===== src/rtl/traffic_pkg.sv =====
// rtl/traffic_pkg.sv - shared lamp/phase types and width helpers for the intersection controller
package traffic_pkg;

  typedef enum logic [1:0] {GREEN = 2'b00, YELLOW = 2'b01, RED = 2'b10} light_t;

  typedef enum logic [1:0] {PH_GREEN = 2'd0, PH_YELLOW = 2'd1, PH_ALL_RED = 2'd2} phase_t;

  function automatic int idx_width(input int n);
    return (n > 1) ? $clog2(n) : 1;
  endfunction

  function automatic int max3(input int a, input int b, input int c);
    int m;
    m = (a > b) ? a : b;
    return (m > c) ? m : c;
  endfunction

endpackage


===== src/rtl/rr_pick.sv =====
// rtl/rr_pick.sv - combinational round-robin picker: first requester after cur_idx, wrapping
module rr_pick
  import traffic_pkg::*;
#(
  parameter int NUM_DIR = 4,
  localparam int DIR_W = idx_width(NUM_DIR)
) (
  input  logic [NUM_DIR-1:0] req,
  input  logic [DIR_W-1:0]   cur_idx,
  output logic [DIR_W-1:0]   next_idx,
  output logic               valid
);

  logic [DIR_W-1:0] j;

  // Scan from farthest to nearest so the nearest requester is the last write.
  always_comb begin
    next_idx = cur_idx;
    valid    = 1'b0;
    j        = '0;
    for (int k = NUM_DIR - 1; k >= 1; k--) begin
      j = DIR_W'((32'(cur_idx) + k) % NUM_DIR);
      if (req[j]) begin
        next_idx = j;
        valid    = 1'b1;
      end
    end
  end

endmodule


===== src/rtl/traffic_light_multi_fsm.sv =====
// rtl/traffic_light_multi_fsm.sv - round-robin multi-approach traffic light with min/max green,
// timed yellow, optional all-red clearance and emergency pre-emption
module traffic_light_multi_fsm
  import traffic_pkg::*;
#(
  parameter int NUM_DIR        = 4,
  parameter int MIN_GREEN      = 4,
  parameter int MAX_GREEN      = 12,
  parameter int YELLOW_CYCLES  = 3,
  parameter int ALL_RED_CYCLES = 1,
  localparam int DIR_W = idx_width(NUM_DIR)
) (
  input  logic                   clk,
  input  logic                   reset,
  input  logic [NUM_DIR-1:0]     t,
  input  logic                   emerg_req,
  input  logic [DIR_W-1:0]       emerg_dir,
  output logic [2*NUM_DIR-1:0]   lights,
  output logic [DIR_W-1:0]       active_dir,
  output logic [1:0]             phase
);

  // Timer must also cover yellow/all-red counts, so size it for the largest.
  localparam int CNT_MAX = max3(MAX_GREEN, YELLOW_CYCLES, ALL_RED_CYCLES);
  localparam int CNT_W   = idx_width(CNT_MAX + 1);
  localparam int AR_LAST = (ALL_RED_CYCLES > 0) ? ALL_RED_CYCLES - 1 : 0;

  localparam logic [CNT_W-1:0] T_SAT    = CNT_W'(CNT_MAX);
  localparam logic [CNT_W-1:0] T_MIN    = CNT_W'(MIN_GREEN - 1);
  localparam logic [CNT_W-1:0] T_MAX    = CNT_W'(MAX_GREEN - 1);
  localparam logic [CNT_W-1:0] T_YEL    = CNT_W'(YELLOW_CYCLES - 1);
  localparam logic [CNT_W-1:0] T_AR     = CNT_W'(AR_LAST);
  localparam logic [DIR_W:0]   DIR_LIM  = (DIR_W + 1)'(NUM_DIR);
  localparam logic [2*NUM_DIR-1:0] LIGHTS_RST = {{(NUM_DIR - 1){RED}}, GREEN};

  phase_t               phase_q, ph_n;
  logic [DIR_W-1:0]     active_q, dir_n, next_dir_q, nd_n, pick;
  logic [CNT_W-1:0]     timer_q, tmr_n;
  logic [2*NUM_DIR-1:0] lights_q, lights_n;
  logic                 other_req, ev, go;

  rr_pick #(.NUM_DIR(NUM_DIR)) u_pick (
    .req      (t),
    .cur_idx  (active_q),
    .next_idx (pick),
    .valid    (other_req)
  );

  always_comb begin
    // An out-of-range emergency direction is treated as no emergency at all.
    ev    = emerg_req && ({1'b0, emerg_dir} < DIR_LIM);
    ph_n  = phase_q;
    dir_n = active_q;
    nd_n  = next_dir_q;
    go    = 1'b0;
    tmr_n = (timer_q == T_SAT) ? timer_q : timer_q + CNT_W'(1);
    case (phase_q)
      PH_GREEN: begin
        go = (ev && (emerg_dir != active_q)) ||
             (!ev && other_req && (((timer_q >= T_MIN) && !t[active_q]) || (timer_q >= T_MAX)));
        if (go) begin
          ph_n  = PH_YELLOW;
          nd_n  = ev ? emerg_dir : pick;
          tmr_n = '0;
        end
      end
      PH_YELLOW: begin
        if (timer_q == T_YEL) begin
          tmr_n = '0;
          if (ALL_RED_CYCLES == 0) begin
            ph_n  = PH_GREEN;
            dir_n = ev ? emerg_dir : next_dir_q;
          end else begin
            ph_n = PH_ALL_RED;
          end
        end
      end
      PH_ALL_RED: begin
        if (timer_q == T_AR) begin
          ph_n  = PH_GREEN;
          tmr_n = '0;
          dir_n = ev ? emerg_dir : next_dir_q;
        end
      end
      default: begin
        ph_n  = PH_GREEN;
        tmr_n = '0;
      end
    endcase

    lights_n = {NUM_DIR{RED}};
    for (int i = 0; i < NUM_DIR; i++) begin
      if (DIR_W'(i) == dir_n) begin
        if (ph_n == PH_GREEN)       lights_n[2*i +: 2] = GREEN;
        else if (ph_n == PH_YELLOW) lights_n[2*i +: 2] = YELLOW;
      end
    end
  end

  always_ff @(posedge clk or negedge reset) begin
    if (!reset) begin
      phase_q    <= PH_GREEN;
      active_q   <= '0;
      next_dir_q <= '0;
      timer_q    <= '0;
      lights_q   <= LIGHTS_RST;
    end else begin
      phase_q    <= ph_n;
      active_q   <= dir_n;
      next_dir_q <= nd_n;
      timer_q    <= tmr_n;
      lights_q   <= lights_n;
    end
  end

  assign lights     = lights_q;
  assign active_dir = active_q;
  assign phase      = phase_q;

endmodule


===== config.mk =====
export PLATFORM = sky130hd
export DESIGN_NAME = traffic_light_multi_fsm
export DESIGN_NICKNAME = d
export VERILOG_FILES = /design/src/rtl/traffic_pkg.sv /design/src/rtl/rr_pick.sv /design/src/rtl/traffic_light_multi_fsm.sv
export SDC_FILE = /design/constraint.sdc
export NUM_CORES = 1
export LEC_CHECK = 0
export BUFFER_PORTS_ARGS = -buffer_cell sky130_fd_sc_hd__buf_2
export CAP_MARGIN = 20
export CORE_UTILIZATION = 35
export DETAILED_ROUTE_END_ITERATION = 16
export PLACE_DENSITY = 0.62
export SLEW_MARGIN = 20
export SYNTH_ARGS = -nofsm -noshare
export SYNTH_HDL_FRONTEND = slang
export SYNTH_HIERARCHICAL = 1
export SYNTH_SLANG_ARGS = --single-unit

===== constraint.sdc =====
create_clock -name clk -period 2.55 [get_ports clk]
set_input_delay 0.255 -clock clk [delete_from_list [all_inputs] [get_ports clk]]
set_output_delay 0.255 -clock clk [all_outputs]
set_load 0.03 [all_outputs]

==> results.rst, run 1 <==
.. list-table::
   :header-rows: 1

   * - Metric
     - Value
   * - Result of the run
     - completed
   * - Number of top-level pins
     - 21
   * - Comb power frac
     - 0.568
   * - Worst path max stage delay
     - 0.54 ns
   * - Clock transition at path regs
     - around 0.12 ns
   * - Number of antenna violations at the first check in global routing
     - 0
   * - Cell variety after synth
     - between 40 and 50
   * - Wire length per cell
     - 13.4 um
   * - Cell types with the largest area share after synthesis
     - dfrtp_1 32%, dfstp_2 6.6%, mux2i_1 5.0%
   * - Max-Cap Viols
     - 0
   * - Core footprint
     - 3130 sq um
   * - Max-slew violations
     - 0
   * - Final routed DRC violation total
     - 0
   * - Level count of the clock H-tree
     - 1
   * - Total clock sinks
     - 18
   * - Sequential area share after synthesis
     - 0.381
   * - Pin count of the biggest net entering global routing
     - 19
   * - Count of endpoints failing hold in the final timing report
     - 0
   * - Total vias in the final route
     - 966
   * - Row count
     - 20
   * - DR iter-0 viols
     - 21
   * - Total number of yosys warnings
     - 6
   * - Avg Cell Area, Syn
     - between 10 and 15 sq um
   * - Post-detailed-placement cell area
     - 1310 sq um
   * - Die Outline Area
     - 3640 sq um
   * - Total overflow reported by the global router
     - 0
   * - Worst Skew
     - about 0.015 ns
   * - Number of buffers created by CTS
     - 3
   * - Area growth from synthesis to layout
     - 13.9%
   * - Min Clock Period, post-route
     - 2.16 ns
   * - Maximum ir drop on the vdd rail
     - around 0.37 mV
   * - Number of inserted diodes
     - 0
   * - Maximum buffer depth of the clock tree
     - 2
   * - Area leader, netlist
     - dfrtp_1
   * - Skew-Pair Late Insertion Delay
     - 0.30 ns
   * - Share of total power in the clock network
     - 0.106
   * - Relative max-transition margin
     - 0.593
   * - Sw frac
     - 0.482
   * - Sequence of cells on the critical path
     - inv_1, ha_1, or3b_2, a32oi_1, o21ai_0, nor2_1
   * - Average vias per placed instance
     - 5.22
   * - Worst Max-Slew Pin Slew
     - 0.610 ns
   * - Global routing usage summed across all routing layers
     - 0.154
   * - Highest clock rate
     - 464 MHz
   * - Worst slack on hold paths
     - 0.328 ns
   * - Detailed Routing Iterations Pass 1
     - 4
   * - Clock tree from TritonCTS
     - yes
   * - Finished Layout Cells
     - 185
   * - Synthesized instance count
     - 119
   * - Start-to-end type of the worst setup path
     - reg -> reg
   * - Net Sw Power
     - 815 uW
   * - Area share of the leading cell type in the synthesized netlist
     - 0.315
   * - Power density of the placed cells
     - 1250 nW/um^2
   * - Final weighted congestion in routability-driven placement
     - 0.744
   * - Cell Area, Synth
     - 1190 sq um
   * - First-pass GRT wire length
     - roughly 4.2 mm
   * - Design Area, Final
     - about 1400 sq um
   * - Largest fanout on the critical path
     - 10
   * - Crit end category
     - register
   * - Net count after synthesis
     - around 130
   * - Root cell of the clock tree
     - clkbuf_4
   * - Setup tns final
     - 0 ns
   * - Sort of element at the start of the critical path
     - register
   * - Internal power
     - 877 uW
   * - Die W
     - between 60 and 70 um
   * - IO Port Bufs
     - 20
   * - Design Power
     - 1.69 mW
   * - Post-synthesis sequential element count
     - 18
   * - Antenna violation net count after detailed routing
     - 0
   * - Leakage
     - 0.599 nW
   * - Async SR Flop Fraction
     - 1.00
   * - Post-synth EDFFs
     - 0
   * - Total instance count after detailed placement
     - 180
   * - Die Ht
     - 60.3 um
   * - # resized after CTS
     - 0
   * - Worst hold path class
     - in -> reg
   * - Number of buffers and inverters on the critical path
     - 1
   * - Setup repair after global routing missed its margin
     - no
   * - Starting utilization of the core area
     - 0.381
   * - Standard cell with the maximum stage delay on the critical path
     - or3b_2
   * - Fraction of power consumed by sequential logic
     - 0.327
   * - Nets@finish
     - 154
   * - CP Data Required Time
     - 2.77 ns
   * - Number of global-route vias before repair
     - 927
   * - Half-perimeter wire length after detailed placement
     - about 1.9 mm
   * - Count of final setup violators
     - 0
   * - Share of final-layout standard cells stronger than drive strength 1
     - 0.305
   * - Total routed wirelength
     - 2.48 mm
   * - Share of the clock period used by the worst path
     - 0.846
   * - Cell class contributing the biggest share of worst-path delay
     - simple AND/OR/NAND/NOR gates
   * - Post-synth top flop
     - dfrtp_1
   * - Worst Path Arrival
     - about 2.4 ns
through the flow:
step,setup slack [ns],utilization
after floorplan,0.377,-
after global placement,0.424,0.419
after detailed placement,0.392,0.419
after CTS,0.367,0.434
after global routing,0.200,0.434
final,0.393,0.434
logic make-up after synthesis:
family,count (synthesis),synth area share
XOR/XNOR,3,0.0221
AO/OA/AOI/OAI,29,0.181
flip-flops,18,0.381
AND/OR/NAND/NOR,44,0.225
buffers and inverters,12,0.0620
multiplexers,10,0.0977
adder cells (fa/ha/maj),3,0.0315
layout make-up:
type	instances	area (sq um)
Timing Repair Buffer	22	118
Clock buffer	4	36.3
Fill cell	310	1770
Inverter	8	30.0
Multi-Input combinational cell	89	663
Tap cell	44	55.1
Sequential cell	18	454
path summary, 6_finish.rpt:
kind,cells past startpoint,slack (ns),startpoint,endpoint
worst max-delay path,6,0.39,timer_q[0]$_DFF_PN0_,lights[2]$_DFF_PN0_
worst min-delay path,3,0.33,emerg_dir[1],next_dir_q[1]$_DFFE_PN0P_
worst max register to register,6,0.39,timer_q[0]$_DFF_PN0_,lights[2]$_DFF_PN0_
worst min register to register,2,0.59,next_dir_q[0]$_DFFE_PN0P_,next_dir_q[0]$_DFFE_PN0P_
max in group asynchronous,2,1.83,reset,lights[7]$_DFF_PN1_
min in group asynchronous,2,0.39,reset,timer_q[3]$_DFF_PN0_
flip-flops by register name (all words and copies together) (netlist names):
register,cells
lights,8
timer_q,4
active_dir,2
next_dir_q,2
phase,2
tightest hold or removal path, delay by kind of cell:
family	cells	cell delay, ns
buffers and inverters	1	0.12
AOI/OAI and AO/OA	1	0.14
muxes	1	0.08
layout by cell type, fill, tap and decap left out, types with 2 or more instances in the layout:
master	n
buf_2	20
dfrtp_1	15
nor2_1	11
inv_1	8
a21oi_1	8
o21ai_0	6
nor4_1	6
mux2i_1	6
nor3_1	5
nand2_1	5
a311oi_1	4
mux2_2	3
nand3_1	3
a31oi_1	3
ha_1	3
clkbuf_4	3
dfstp_2	3
xor2_1	2
nor3b_1	2
nor2b_4	2
cell usage after synthesis, types with 2 or more instances:
| library cell | count |
|---|---|
| a21oi_1 | 8 |
| nor2b_4 | 2 |
| dfrtp_1 | 15 |
| o21ai_0 | 6 |
| xor2_1 | 2 |
| a311oi_1 | 4 |
| nor4_1 | 6 |
| mux2_2 | 3 |
| ha_1 | 3 |
| inv_1 | 8 |
| dfstp_2 | 3 |
| a31oi_1 | 3 |
| nor2_1 | 11 |
| nor3b_1 | 2 |
| nand2_1 | 5 |
| nand3_1 | 3 |
| buf_6 | 2 |
| mux2i_1 | 6 |
| nor3_1 | 5 |
layer usage:
layer	share of wire	vias up	GRT usage
met3	0.036	2	0.0320
met1	0.47	457	0.203
li1	-	484	-
met4	0.0048	0	0.0365
met5	0	-	0
met2	0.49	23	0.259
power groups by stage:
stage	logic, mW	registers [mW]	clock network (mW)
3_3_place_gp	0.940	0.548	0
6_report	0.960	0.553	0.179
5_1_grt	1.06	0.576	0.196
4_1_cts	0.966	0.552	0.185
2_1_floorplan	0.644	0.669	0
3_5_place_dp	0.960	0.555	0
timing repair:
action,CTS,global route
hold buffers,1,0
hold endpoints to repair,15,0
buffers inserted,0,0
(Power assumes the default switching activity.)
==> run 2, diff against run 1 <==
ABC_AREA = 1   (was default)
clock period = 2.15 ns   (was 2.55 ns; I/O delays follow)
==> run 2 against run 1 <==
Effect of this change: synthesized cell count is 37% higher; critical path depth grew 4; area after synthesis is 2.0% lower; cell count is 25% higher; sequential power rose by 11%; non-clock buffer count stayed put; first-iteration DRC count fell by 19%; clock skew fell by 0.0092 ns; design area up 0.74%.
==> results.rst, run 2 <==
.. list-table::
   :header-rows: 1

   * - Metric
     - Value
   * - Half-perimeter wire length after detailed placement
     - 1.85 mm (-4.8%)
   * - Total vias in the final route
     - 1026 (+6.2%)
   * - Setup repair after global routing missed its margin
     - no
   * - Global routing usage summed across all routing layers
     - 0.155 (+0.000777)
   * - Count of final setup violators
     - 0 (unchanged)
   * - Number of cells traversed by the worst hold path
     - 5 (+2)
   * - Min Clock Period, post-route
     - 1.87 ns (-0.291 ns)
   * - Standard cell with the maximum stage delay on the critical path
     - dfrtp_1
   * - Worst hold path class
     - in -> reg
   * - Core utilization of the finished layout
     - 0.440 (+0.00672)
   * - Level count of the clock H-tree
     - 1 (unchanged)
   * - Worst Hold Path EP
     - next_dir_q[1]$_DFFE_PN0P_
   * - Nets@finish
     - 201 (+31%)
   * - Detailed Routing Iterations Pass 1
     - 4 (unchanged)
   * - Number of antenna violations at the first check in global routing
     - 0 (unchanged)
   * - Mux share of post-synthesis cell area
     - 0 (-0.0977)
   * - Post-synthesis sequential element count
     - 18 (unchanged)
   * - Cell types with the largest area share after synthesis
     - dfrtp_1 32%, nand2_1 21%, inv_1 8.7%
   * - Sequence of cells on the critical path
     - inv_1, nand3_1, nand2_1, or2_1, nand2_1, a21oi_1, nand2_1, nand2_1, nand2_1, a21oi_1
   * - Post-placement worst setup slack
     - 0.220 ns (-0.172 ns)
   * - Total number of yosys warnings
     - 6 (unchanged)
   * - Cell variety after synth
     - 24 (-41%)
   * - Pin count of the biggest net entering global routing
     - 19 (unchanged)
   * - Top-count cell post-synth
     - nand2_1
   * - Area leader, netlist
     - dfrtp_1
   * - Area share of the leading cell type in the synthesized netlist
     - 0.322 (+0.00642)
   * - Avg Cell Area, Syn
     - 7.16 sq um (-28%)
   * - Die Ht
     - 59.8 um (-0.97%)
   * - Minimum setup slack in the final design
     - 0.284 ns (-0.109 ns)
   * - Antenna violation net count after detailed routing
     - 0 (unchanged)
   * - Synth top cells by count
     - 64 x nand2_1, 27 x inv_1, 15 x dfrtp_1, 14 x nand3_1, 8 x a21oi_1
   * - Max-slew violations
     - 0 (unchanged)
   * - Filler Cell Count
     - 335 (+8.1%)
   * - First-pass GRT wire length
     - 4.13 mm (-1.3%)
   * - Critical path's most frequent cell
     - nand2_1
   * - CP Data Required Time
     - 2.32 ns (-0.45 ns)
   * - Post-synth EDFFs
     - 0 (unchanged)
   * - Total overflow reported by the global router
     - 0 (unchanged)
   * - Die W
     - 59.8 um (-0.97%)
   * - Post-CTS repair timing setup buffer count
     - 0 (unchanged)
   * - Worst Max-Slew Pin Slew
     - 0.389 ns (-0.220 ns)
   * - Total routed wirelength
     - 2.27 mm (-8.6%)
   * - Maximum ir drop on the vdd rail
     - 0.769 mV (+110%)
   * - Sequential area share after synthesis
     - 0.389 (+0.00777)
   * - Relative max-transition margin
     - 0.740 (+0.148)
   * - Leading cell type in the layout, fill and taps excluded
     - nand2_1
   * - Worst path max stage delay
     - 0.56 ns (+0.02 ns)
   * - Highest-count cells in the layout ignoring fill and taps
     - 64 x nand2_1, 27 x inv_1, 20 x buf_2
   * - Die Outline Area
     - 3570 sq um (-1.9%)
   * - Area fraction in compound gates after synthesis
     - 0.0965 (-0.0842)
   * - Arithmetic-cell share of the synthesized area counting full adders, half adders and majority gates
     - 0.0322 (+0.000642)
   * - Row count
     - 20 (unchanged)
   * - Max-Cap Viols
     - 0 (unchanged)
   * - Share of final-layout standard cells stronger than drive strength 1
     - 0.234 (-0.0709)
   * - Wire length per cell
     - 9.78 um (-27%)
   * - Simple-gate share of the synthesized area
     - 0.360 (+0.135)
   * - Worst reg2reg endpoint
     - lights[4]$_DFF_PN0_
   * - Worst Skew
     - 0.00591 ns (-0.00918 ns)
   * - Number of global-route vias before repair
     - 990 (+6.8%)
   * - Starting utilization of the core area
     - 0.376 (-0.00459)
   * - Power density of the placed cells
     - 1490 nW/um^2 (+20%)
   * - Root cell of the clock tree
     - clkbuf_4
   * - Number of buffers created by CTS
     - 3 (unchanged)
   * - Setup tns final
     - 0 ns (unchanged)
   * - Synthesized instance count
     - 163 (+37%)
   * - Share of the clock period used by the worst path
     - 0.868 (+0.0221)
   * - Largest fanout on the critical path
     - 10 (unchanged)
   * - Dominant combinational cell family by area after synthesis
     - simple AND/OR/NAND/NOR gates
   * - Crit end category
     - register
   * - Worst slack on hold paths
     - 0.314 ns (-0.0135 ns)
   * - Net count after synthesis
     - 175 (+34%)
   * - IO Port Bufs
     - 20 (unchanged)
   * - Clock transition at path regs
     - 0.10 ns (-0.02 ns)
   * - Skew-Pair Late Insertion Delay
     - 0.29 ns (about the same)
   * - Max FFs per register
     - 8 (unchanged)
   * - Highest clock rate
     - 536 MHz (+16%)
   * - Design Power
     - 2.04 mW (+21%)
   * - Number of top-level pins
     - 21 (unchanged)
   * - Worst Path Arrival
     - 2.04 ns (-0.34 ns)
   * - Worst r2r src
     - active_dir[1]$_DFF_PN0_
   * - Count of endpoints failing hold in the final timing report
     - 0 (unchanged)
   * - Post-synth top flop
     - dfrtp_1
   * - Average vias per placed instance
     - 4.42 (-15%)
   * - Core footprint
     - 3100 sq um (-0.80%)
   * - Cell Area, Synth
     - 1170 sq um (-2.0%)
   * - Number of inserted diodes
     - 0 (unchanged)
   * - Result of the run
     - completed
   * - DR iter-0 viols
     - 17 (-19%)
   * - Final routed DRC violation total
     - 0 (unchanged)
   * - Hold Path Origin
     - emerg_dir[1]
   * - Start-to-end type of the worst setup path
     - reg -> reg
   * - Area growth from synthesis to layout
     - 17.0%
   * - Area share of xor/xnor cells in the synthesized design
     - 0.0150 (-0.00705)
   * - Sort of element at the start of the critical path
     - register
   * - Worst reg2reg path depth
     - 10 (+4)
   * - Async SR Flop Fraction
     - 1.00 (unchanged)
   * - Leakage
     - 0.772 nW (+29%)
   * - Maximum buffer depth of the clock tree
     - 2 (unchanged)
   * - Final weighted congestion in routability-driven placement
     - 0.796 (+7.0%)
   * - Total clock sinks
     - 18 (unchanged)
   * - Reg2Reg Setup Slack
     - 0.28 ns (-0.11 ns)
   * - Clock tree from TritonCTS
     - yes
-- run 2: repair_timing --
| action | CTS | global route |
|---|---|---|
| hold endpoints to repair | 15 | 0 |
| endpoints found under the setup margin | 0 | 1 |
| resized for setup | 0 | 1 |
| hold buffers | 1 | 0 |
-- run 2: metal layers --
| layer | routed length, um | GRT usage |
|---|---|---|
| met1 | 999 | 0.179 |
| met2 | 1190 | 0.283 |
| met3 | 51 | 0.0195 |
| met4 | 22 | 0.0698 |
| met5 | 0 | 0 |
-- run 2: per-stage QoR --
step | instances | instance area [sq um]
6_report | 232 | 1370
5_1_grt | 232 | 1370
4_1_cts | 232 | 1370
3_5_place_dp | 227 | 1320
3_3_place_gp | 227 | 1320
2_1_floorplan | 163 | 1170
-- run 2: worst max path at each step --
stage | slack (ns) | cells past startpoint | startpoint | end
floorplan | 0.18 | 12 | active_dir[0]$_DFF_PN0_ | lights[2]$_DFF_PN0_
global placement | 0.28 | 9 | active_dir[0]$_DFF_PN0_ | lights[4]$_DFF_PN0_
detailed placement | 0.22 | 9 | active_dir[0]$_DFF_PN0_ | lights[4]$_DFF_PN0_
CTS | 0.19 | 9 | active_dir[0]$_DFF_PN0_ | lights[4]$_DFF_PN0_
global route | 0.09 | 10 | active_dir[1]$_DFF_PN0_ | lights[4]$_DFF_PN0_
finish | 0.28 | 10 | active_dir[1]$_DFF_PN0_ | lights[4]$_DFF_PN0_
-- run 2: cell type report --
cell class | instances | area [sq um] | area share
well taps | 44 | 55.1 | 0.0403
repair buffers | 22 | 118 | 0.0861
multi-input cells | 115 | 588 | 0.430
clock buffers | 4 | 36.3 | 0.0266
inverters | 29 | 114 | 0.0833
flip-flops and latches | 18 | 455 | 0.333
-- run 2: power breakdown --
part	leakage, nW	switching (mW)	internal, mW
Sequential	0.223	0.126	0.487
Combinational	0.528	0.826	0.397
Clock	0.0210	0.103	0.103
Total	0.772	1.06	0.987
-- run 2: cells by family (layout without fill, tap and decap cells) --
logic type                 Yosys count  in the layout
AOI/OAI and AO/OA                   18             18
xor gates and xnor gates             2              2
adders and majority gates            3              3
buffers and inverters               30             55
DFF                                 18             18
and+or+nand+nor                     92             92
-- run 2: worst max-delay path, delay by kind of cell (launching register included) --
kind,cells,cell delay [ns]
buf+inv,1,0.14
compound gates,2,0.14
flops,1,0.56
simple gates,7,0.90
==> run 3, diff against run 2 <==
--- a/config.mk
+++ b/config.mk
@@ -10,2 +10,3 @@
 export CAP_MARGIN = 20
+export CORE_ASPECT_RATIO = 1.2
 export CORE_UTILIZATION = 35
@@ -18 +19,2 @@
 export SYNTH_SLANG_ARGS = --single-unit
+export TNS_END_PERCENT = 1
--- a/constraint.sdc
+++ b/constraint.sdc
@@ -3,2 +3,2 @@
 set_output_delay 0.215 -clock clk [all_outputs]
-set_load 0.03 [all_outputs]
+set_load 0.02 [all_outputs]
==> run 3 against run 2 <==
Effect of this change: clock-buffer cell count unchanged; sequential cell count unchanged; clock skew increased by 0.0029 ns; critical path depth unchanged; design area decreased by 1.5%; fmax decreased by 0.59%; combinational power decreased by 6%; clock power decreased by 18%; hold slack improved by 0.035 ns; sequential share of layout area increased by 0.50 points.
==> results.rst, run 3 (synthesis gave the netlist of run 2 again) <==
.. list-table::
   :header-rows: 1

   * - Metric
     - Value
   * - Total overflow reported by the global router
     - 0 (unchanged)
   * - Core footprint
     - 3110 sq um (+0.24%)
   * - Post-placement worst setup slack
     - 0.177 ns (-0.0437 ns)
   * - Maximum ir drop on the vdd rail
     - 0.718 mV (-6.7%)
   * - Area growth from synthesis to layout
     - 15.3%
   * - Count of endpoints failing hold in the final timing report
     - 0 (unchanged)
   * - Half-perimeter wire length after detailed placement
     - 1.86 mm (+1.0%)
   * - Clock tree from TritonCTS
     - yes
   * - Detailed Routing Iterations Pass 1
     - 4 (unchanged)
   * - Number of global-route vias before repair
     - 993 (+0.30%)
   * - Number of inserted diodes
     - 0 (unchanged)
   * - Leakage
     - 0.766 nW (-0.78%)
   * - Wire length per cell
     - 10.5 um (+7.0%)
   * - Maximum buffer depth of the clock tree
     - 2 (unchanged)
   * - Global routing usage summed across all routing layers
     - 0.155 (about the same)
   * - Worst Max-Slew Pin Slew
     - 0.384 ns (-0.00530 ns)
   * - Highest-count cells in the layout ignoring fill and taps
     - 64 x nand2_1, 27 x inv_1, 20 x buf_2
   * - Number of cells traversed by the worst hold path
     - 5 (unchanged)
   * - Filler Cell Count
     - 336 (+0.30%)
   * - Die W
     - 54.7 um (-8.4%)
   * - Register area
     - 455 sq um (unchanged)
   * - Leading cell type in the layout, fill and taps excluded
     - nand2_1
   * - Number of top-level pins
     - 21 (unchanged)
   * - Worst reg2reg path depth
     - 10 (unchanged)
   * - Antenna violation net count after detailed routing
     - 0 (unchanged)
   * - DR iter-0 viols
     - 26 (+9)
   * - Final routed DRC violation total
     - 0 (unchanged)
   * - Total routed wirelength
     - 2.34 mm (+3.3%)
   * - Highest clock rate
     - 533 MHz (-0.59%)
   * - Largest fanout on the critical path
     - 11 (+1)
   * - Result of the run
     - completed
   * - Design Power
     - 1.94 mW (-5.0%)
   * - Final weighted congestion in routability-driven placement
     - 0.804 (+1.0%)
   * - Worst Path Arrival
     - 2.05 ns (about the same)
   * - Clock transition at path regs
     - 0.10 ns (about the same)
   * - Worst hold path class
     - in -> reg
   * - Total instance count after detailed placement
     - 219 (-3.5%)
   * - Net Sw Power
     - 984 uW (-6.7%)
   * - Number of antenna violations at the first check in global routing
     - 0 (unchanged)
   * - Die Ht
     - 65.3 um (+9.2%)
   * - Worst Skew
     - 0.00878 ns (+0.00286 ns)
   * - Setup tns final
     - 0 ns (unchanged)
   * - Max-Cap Viols
     - 0 (unchanged)
   * - First-pass GRT wire length
     - 4.07 mm (-1.3%)
   * - Count of final setup violators
     - 0 (unchanged)
   * - Share of the clock period used by the worst path
     - 0.873 (+0.00518)
   * - Share of final-layout standard cells stronger than drive strength 1
     - 0.229 (-0.00532)
   * - Die Outline Area
     - 3570 sq um (about the same)
   * - Row count
     - 22 (+10%)
   * - Relative max-transition margin
     - 0.744 (+0.00353)
   * - Total vias in the final route
     - 1052 (+2.5%)
   * - Root cell of the clock tree
     - clkbuf_4
   * - Core utilization of the finished layout
     - 0.433 (-0.00750)
   * - Crit end category
     - register
   * - Setup repair after global routing missed its margin
     - no
   * - Min Clock Period, post-route
     - 1.88 ns (+0.0111 ns)
   * - Number of buffers created by CTS
     - 3 (unchanged)
   * - Power density of the placed cells
     - 1440 nW/um^2 (-3.6%)
   * - Start-to-end type of the worst setup path
     - reg -> reg
   * - Max-slew violations
     - 0 (unchanged)
   * - Level count of the clock H-tree
     - 1 (unchanged)
   * - Average vias per placed instance
     - 4.70 (+6.2%)
   * - Starting utilization of the core area
     - 0.375 (-0.000908)
   * - Post-CTS repair timing setup buffer count
     - 0 (unchanged)
   * - Share of total power in the clock network
     - 0.087 (-0.014)
   * - Max FFs per register
     - 8 (unchanged)
   * - Comb power frac
     - 0.593 (-0.006)
   * - Sw frac
     - 0.507 (-0.00922)
   * - Internal power
     - 956 uW (-3.2%)
   * - IO Port Bufs
     - 20 (unchanged)
   * - Total area of multi-input combinational cells
     - 588 sq um (unchanged)
   * - Pin count of the biggest net entering global routing
     - 19 (unchanged)
   * - Total clock sinks
     - 18 (unchanged)
   * - Skew-Pair Late Insertion Delay
     - 0.29 ns (about the same)
   * - Nets@finish
     - 201 (unchanged)
   * - Fraction of power consumed by sequential logic
     - 0.320 (+0.020)
   * - CP Data Required Time
     - 2.32 ns (about the same)
   * - Sort of element at the start of the critical path
     - register
   * - Finished Layout Cells
     - 224 (-3.4%)
   * - Minimum setup slack in the final design
     - 0.273 ns (-0.0111 ns)
==> run 3: cell type report <==
| type | instances | share of cell area |
|---|---|---|
| multi-input cells | 115 | 0.437 |
| flip-flops and latches | 18 | 0.338 |
| inverters | 29 | 0.0846 |
| repair buffers | 22 | 0.0874 |
| clock buffers | 4 | 0.0195 |
| well taps | 36 | 0.0335 |
==> run 3: metrics by stage <==
stage	cell area [sq um]	hold slack [ns]
floorplan	1170	-0.0806
global placement	1310	0.157
detailed placement	1310	0.161
CTS	1350	0.330
global route	1350	0.346
finish	1350	0.349
==> run 3: what timing repair did <==
action | CTS | global route
hold endpoints to repair | 15 | 0
resized for setup | 0 | 1
hold buffers | 1 | 0
endpoints found under the setup margin | 0 | 4
==> run 3: worst paths after layout <==
check                                           from                        end  slack [ns]
max                          active_dir[0]$_DFF_PN0_        lights[2]$_DFF_PN0_        0.27
min reg2reg                next_dir_q[1]$_DFFE_PN0P_  next_dir_q[1]$_DFFE_PN0P_        0.49
max in group asynchronous                      reset        lights[7]$_DFF_PN1_        1.46
min                                     emerg_dir[1]  next_dir_q[1]$_DFFE_PN0P_        0.35
min in group asynchronous                      reset  next_dir_q[1]$_DFFE_PN0P_        0.37
max reg2reg                  active_dir[0]$_DFF_PN0_        lights[2]$_DFF_PN0_        0.27
==> run 3: power by group through the flow <==
stage	clock network (mW)	registers [mW]	logic, mW
final	0.169	0.620	1.15
after global routing	0.186	0.641	1.31
after CTS	0.175	0.619	1.16
after detailed placement	0	0.622	1.15
after global placement	0	0.621	1.14
after floorplan	0	0.707	0.796
==> run 3: routing by layer <==
layer	global-route usage	share of wire	wire (um)	up-vias
met5	0	0	0	-
met4	0.0609	0.013	30	0
met3	0.0185	0.039	92	4
met2	0.255	0.49	1160	25
met1	0.200	0.45	1060	474
li1	-	-	-	549
==> run 3: worst max-delay path: stages (launching register included) <==
cell and delay, ns:
dfrtp_2 0.51, nand2_1 0.09, o21ai_0 0.12, or2_1 0.25
or2_1 0.21, nand2_1 0.07, a21oi_1 0.04, nand2_1 0.08
nand2_1 0.08, nand2_1 0.21, a21oi_1 0.11
